[config.mk]
export PLATFORM = sky130hd
export DESIGN_NAME = uart_ram_bridge
export DESIGN_NICKNAME = d
export VERILOG_FILES = /design/src/rtl/bridge_pkg.sv /design/src/rtl/tx_byte_sender.sv /design/src/rtl/uart_ram_bridge.sv
export SDC_FILE = /design/constraint.sdc
export NUM_CORES = 1
export LEC_CHECK = 0
export ABC_AREA = 1
export CAP_MARGIN = 30
export CORE_ASPECT_RATIO = 1.25
export CORE_MARGIN = 5
export CORE_UTILIZATION = 40
export DETAILED_ROUTE_END_ITERATION = 16
export REMOVE_ABC_BUFFERS = 1
export SLEW_MARGIN = 10
export SYNTH_ARGS = -nofsm -noshare
export SYNTH_HDL_FRONTEND = slang
export SYNTH_SLANG_ARGS = --single-unit
[constraint.sdc]
create_clock -name clk -period 6.9 [get_ports clk]
set_input_delay 1.035 -clock clk [delete_from_list [all_inputs] [get_ports clk]]
set_output_delay 1.035 -clock clk [all_outputs]
set_load 0.1 [all_outputs]
[src/rtl/bridge_pkg.sv]
// Shared encodings for the UART/RAM bridge: top-level states (doubling as LED status codes),
// byte-sender phases and the checksum seed.
package bridge_pkg;

  typedef enum logic [2:0] {
    ST_LOAD     = 3'd0,
    ST_WAIT_END = 3'd1,
    ST_RD       = 3'd2,
    ST_CAP      = 3'd3,
    ST_SEND     = 3'd4,
    ST_TXWAIT   = 3'd5,
    ST_DONE     = 3'd6
  } state_t;

  typedef enum logic [1:0] {
    SND_IDLE,
    SND_SEND,
    SND_WAIT1,
    SND_WAIT
  } snd_state_t;

  localparam logic [7:0] CSUM_SEED = 8'h00;

endpackage

[src/rtl/tx_byte_sender.sv]
// One-byte transmit handshake: latch byte on go, request when the transmitter is idle,
// then wait (skipping the first cycle after the request) for the transmitter to go idle.
module tx_byte_sender
  import bridge_pkg::*;
(
  input  logic       i_clk,
  input  logic       i_rst,
  input  logic       i_go,
  input  logic [7:0] i_byte,
  input  logic       i_tx_busy,
  output logic [7:0] o_tx_data,
  output logic       o_tx_start,
  output logic       o_launch,
  output logic       o_done
);

  snd_state_t r_ph;
  logic [7:0] r_tx_data;
  logic       r_tx_start;

  always_ff @(posedge i_clk or posedge i_rst) begin
    if (i_rst) begin
      r_ph       <= SND_IDLE;
      r_tx_data  <= '0;
      r_tx_start <= 1'b0;
    end else begin
      r_tx_start <= 1'b0;
      case (r_ph)
        SND_IDLE: begin
          if (i_go) begin
            r_tx_data <= i_byte;
            r_ph      <= SND_SEND;
          end
        end
        SND_SEND: begin
          if (!i_tx_busy) begin
            r_tx_start <= 1'b1;
            r_ph       <= SND_WAIT1;
          end
        end
        // The transmitter may not have raised busy yet in the request cycle.
        SND_WAIT1: r_ph <= SND_WAIT;
        SND_WAIT: begin
          if (!i_tx_busy) r_ph <= SND_IDLE;
        end
        default: r_ph <= SND_IDLE;
      endcase
    end
  end

  // Combinational strobes let the parent state register track the handshake cycle-exactly.
  assign o_launch   = (r_ph == SND_SEND) && !i_tx_busy;
  assign o_done     = (r_ph == SND_WAIT) && !i_tx_busy;
  assign o_tx_data  = r_tx_data;
  assign o_tx_start = r_tx_start;

endmodule

[src/rtl/uart_ram_bridge.sv]
// UART byte stream <-> RAM bridge: loads received bytes into RAM, then dumps a RAM window.
// Optional trailing XOR checksum byte when BRIDGE_CHECKSUM_EN is defined.
module uart_ram_bridge
  import bridge_pkg::*;
#(
  parameter int ADDR_W     = 16,
  parameter int LOAD_WORDS = 256,
  parameter int DUMP_BASE  = 0,
  parameter int DUMP_WORDS = 256
) (
  input  logic              clk,
  input  logic              reset,
  input  logic [7:0]        rx_data,
  input  logic              rx_valid,
  output logic [7:0]        tx_data,
  output logic              tx_start,
  input  logic              tx_busy,
  output logic [ADDR_W-1:0] ram_addr,
  output logic [15:0]       ram_wdata,
  output logic              ram_we,
  input  logic [15:0]       ram_rdata,
  input  logic              end_ops,
  output logic              load_done,
  output logic              dump_done,
  output logic              overrun,
  output logic [2:0]        status
);

  localparam logic [ADDR_W-1:0] LOAD_LAST  = ADDR_W'(LOAD_WORDS - 1);
  localparam logic [ADDR_W-1:0] DUMP_FIRST = ADDR_W'(DUMP_BASE);
  localparam logic [ADDR_W-1:0] DUMP_LAST  = ADDR_W'(DUMP_WORDS - 1);

  state_t            r_state;
  logic [ADDR_W-1:0] r_lptr, r_dptr, r_dcnt, r_ram_addr;
  logic [15:0]       r_ram_wdata;
  logic              r_ram_we, r_load_done, r_dump_done, r_overrun;
  logic [7:0]        w_byte;
  logic              w_go, w_launch, w_done, w_cks_pending, w_unused;

  assign w_go     = (r_state == ST_CAP);
  assign w_unused = ^ram_rdata[15:8];

`ifdef BRIDGE_CHECKSUM_EN
  logic [7:0] r_csum;
  logic       r_cks;

  always_ff @(posedge clk or posedge reset) begin
    if (reset) begin
      r_csum <= CSUM_SEED;
      r_cks  <= 1'b0;
    end else if (r_state == ST_CAP && !r_cks) begin
      r_csum <= r_csum ^ ram_rdata[7:0];
    end else if (r_state == ST_TXWAIT && w_done && r_dcnt == DUMP_LAST) begin
      r_cks <= 1'b1;
    end
  end

  assign w_byte        = r_cks ? r_csum : ram_rdata[7:0];
  assign w_cks_pending = !r_cks;
`else
  assign w_byte        = ram_rdata[7:0];
  assign w_cks_pending = 1'b0;
`endif

  tx_byte_sender u_sender (
    .i_clk      (clk),
    .i_rst      (reset),
    .i_go       (w_go),
    .i_byte     (w_byte),
    .i_tx_busy  (tx_busy),
    .o_tx_data  (tx_data),
    .o_tx_start (tx_start),
    .o_launch   (w_launch),
    .o_done     (w_done)
  );

  always_ff @(posedge clk or posedge reset) begin
    if (reset) begin
      r_state     <= ST_LOAD;
      r_lptr      <= '0;
      r_dptr      <= '0;
      r_dcnt      <= '0;
      r_ram_addr  <= '0;
      r_ram_wdata <= '0;
      r_ram_we    <= 1'b0;
      r_load_done <= 1'b0;
      r_dump_done <= 1'b0;
      r_overrun   <= 1'b0;
    end else begin
      r_ram_we <= 1'b0;
      if (rx_valid && r_state != ST_LOAD) r_overrun <= 1'b1;
      case (r_state)
        ST_LOAD: begin
          if (rx_valid) begin
            r_ram_we    <= 1'b1;
            r_ram_addr  <= r_lptr;
            r_ram_wdata <= {8'h00, rx_data};
            r_lptr      <= r_lptr + 1'b1;
            if (r_lptr == LOAD_LAST) begin
              r_load_done <= 1'b1;
              r_state     <= ST_WAIT_END;
            end
          end
        end
        // ram_addr is loaded on entry to RD so read data is valid during CAP.
        ST_WAIT_END: begin
          if (end_ops) begin
            r_dptr     <= DUMP_FIRST;
            r_dcnt     <= '0;
            r_ram_addr <= DUMP_FIRST;
            r_state    <= ST_RD;
          end
        end
        ST_RD:   r_state <= ST_CAP;
        ST_CAP:  r_state <= ST_SEND;
        ST_SEND: begin
          if (w_launch) r_state <= ST_TXWAIT;
        end
        ST_TXWAIT: begin
          if (w_done) begin
            if (r_dcnt != DUMP_LAST) begin
              r_dptr     <= r_dptr + 1'b1;
              r_dcnt     <= r_dcnt + 1'b1;
              r_ram_addr <= r_dptr + 1'b1;
              r_state    <= ST_RD;
            end else if (w_cks_pending) begin
              r_state <= ST_CAP;
            end else begin
              r_dump_done <= 1'b1;
              r_state     <= ST_DONE;
            end
          end
        end
        ST_DONE: r_dump_done <= 1'b1;
        default: r_state <= ST_DONE;
      endcase
    end
  end

  assign ram_addr  = r_ram_addr;
  assign ram_wdata = r_ram_wdata;
  assign ram_we    = r_ram_we;
  assign load_done = r_load_done;
  assign dump_done = r_dump_done;
  assign overrun   = r_overrun;
  assign status    = r_state;

endmodule

==> flow_summary.ini <==
[run_status]
status = finished clean

[synth]
synth_top_area_share = 0.4459
yosysWarningCount = 0
synth-seq-area-share = 0.4459
synthTopCellsByArea = dfrtp_1 (45%), nand2_1 (21%), nor2_1 (6.1%), inv_1 (4.5%), nand3_1 (3.3%)
ys_ff_latch = 90
synth_cells = 683
yosysMostFrequentCell = nand2_1
yosys.area.top_type = dfrtp_1
async_flop_share = 1.000
syn_area_um2 = 5051
synth_common_cells = nand2_1 (277), dfrtp_1 (90), nor2_1 (82)
post_synth_num_cell_types = 33
avgSynthCellArea_um2 = 7.395
synth_ff_type = dfrtp_1
synth_edf_count = 0

[die]
row_count = 46
ios = 77
die_y_um = 135.6
dieArea_um2 = 14990
initial_utilization = 0.4026
core_area_um2 = 12550
die_w_um = 110.5

[clocking]
cts_tree = done
clk_pin_slew_worst_paths_ns = 0.06
post-cts-setup-buffer-count = 0
cts_buffers = 9
clk_latency_ns = 0.34
cts-root-buf = clkbuf_16
holdBufCountCts = 0
cts_resized = 0
cts_buffer_depth = 2
htreeDepth = 3
cts.sinks = 90

[sta]
rsz0062_at_grt = no
hold_viol = 0
setup_violations = 0
period_needed_ns = 3.180
fin_skew_ns = 0.007307
fmax_ghz = 0.3145
fin_hold_ws_ns = 0.4576
layout_setup_ws_ns = 3.720
fin_crit_sh = 0.4608
maxSlewViolCount = 0
tns_ns = 0
max_slew_margin = 0.3281
tightest_slew_ns = 1.005

[grt]
grt.met2_usage = 0.2743
grt_use_total = 0.1583
grt_pass1_wl_mm = 19.68
antenna_found_initial = 0
use_met3 = 0.03441
grt-busiest-layer = met2
grt_pass1_vias = 4235
overflow = 0
use_met1 = 0.1926
grt_max_degree = 66

[routing]
drt-total-wl_mm = 11.56
drt_first_pass_iters = 4
wl_per_cell_um = 12.69
drtAntennaViolNets = 0
avgViaCountPerCell = 4.802
first_iter_violations = 161
vias = 4375
drc = 0

[setup_path]
max_stage_delay_ns = 1.22
crit_buf_inv = 1
end_kind = primary output
slowest_stage = clkdlybuf4s50_1
worstPathCellList = clkdlybuf4s50_1
setup.worst_path.start_class = flip-flop
crit_family = buffers and inverters
crit_type = reg -> out
crit_required_ns = 5.86
arrival_ns = 2.14
worstPathMaxFanout = 10

[power_and_ir_drop]
finalPower_mw = 2.621
peakVddDrop_uv = 353.7
cellLeakagePower_nw = 2.991
powerDensity_nw_per_um2 = 435.1

[cells_and_area]
drive_gt1_frac = 0.05518
area_delta_synth_final_pct = 19.25
n_antenna_cell = 0
nets = 775
final_area_um2 = 6023
seq_area_um2 = 2252
fin_util = 0.4801
stdcell_count = 911
num-fill-cells = 1288
multi_input_area_um2 = 2387

[placed_design]
place_hpwl_mm = 8.272
placed_area_um2 = 5703
io_buffers = 60
dp.cells = 895
dp_slack_ns = 3.388
gp_congestion = 0.8475

[run]
drv_cap = 0

[min_path]
hp-class = reg -> reg
## worst paths after layout
check	startpoint	endpoint	slack, ns	cells after the start
setup / recovery	status[2]	status[2]	3.72	1
max in group asynchronous	reset	r_dptr[5]	4.73	3
hold / removal	overrun	overrun	0.46	1
hold reg to reg	overrun	overrun	0.46	1
min in group asynchronous	reset	u_sender.o_tx_data[2]	1.00	2
setup reg to reg	status[1]	ram_addr[5]	4.07	8
## routing by layer
layer	wire (µm)	part of all wire
met1	5191	0.45
met2	5726	0.50
met3	445	0.038
met4	199	0.017
met5	0	0
## where the power goes
group          internal, mW  leakage [nW]  switching, mW
combinational         0.301          1.66           1.05
sequential            0.647          1.17         0.0980
clock                 0.319         0.157          0.208
total                  1.27          2.99           1.35
## state kept, by name, indices dropped and copies added, names as in the netlist
name / flops
r_dptr: 16
overrun: 1
load_done: 1
ram_we: 1
ram_addr: 16
dump_done: 1
u_sender.r_ph: 2
ram_wdata: 8
u_sender.o_tx_data: 8
r_dcnt: 16
status: 3
r_lptr: 16
u_sender.o_tx_start: 1
## worst reg2reg max path, delay by kind of cell, from the launching register on
family,cells,cell delay (ns)
buf+inv,2,0.67
simple gates,5,1.34
flops,1,0.48
compound gates,1,0.22
## area by class of cell
class,count,share of cell area
Tap cell,168,0.03490
Multi-Input combinational cell,511,0.3963
Timing Repair Buffer,61,0.1010
Inverter,65,0.04071
Clock buffer,10,0.03801
Sequential cell,90,0.3739
Clock inverter,6,0.01516
## cell families (layout without fill, tap and decap cells)
group,count (synthesis),in the layout,synth area share
flops,90,90,0.4459
xor+xnor,18,18,0.03121
compound gates,42,42,0.04929
simple gates,427,427,0.3485
other cells,1,8,0.0007424
mux,8,8,0.01784
fa+ha+maj,8,8,0.01982
buf+inv,89,142,0.08670
## layout by cell type (no fill, tap or decap), types with 9 or more instances in the layout
cell type / n
nand2_1: 277
dfrtp_1: 90
nor2_1: 82
inv_1: 60
clkdlybuf4s50_1: 60
nand3_1: 33
o21ai_0: 20
xor2_1: 13
a21oi_1: 11
nand4_1: 11
nor3_1: 10
clkbuf_16: 9
Power figures use the tool's default switching activity.
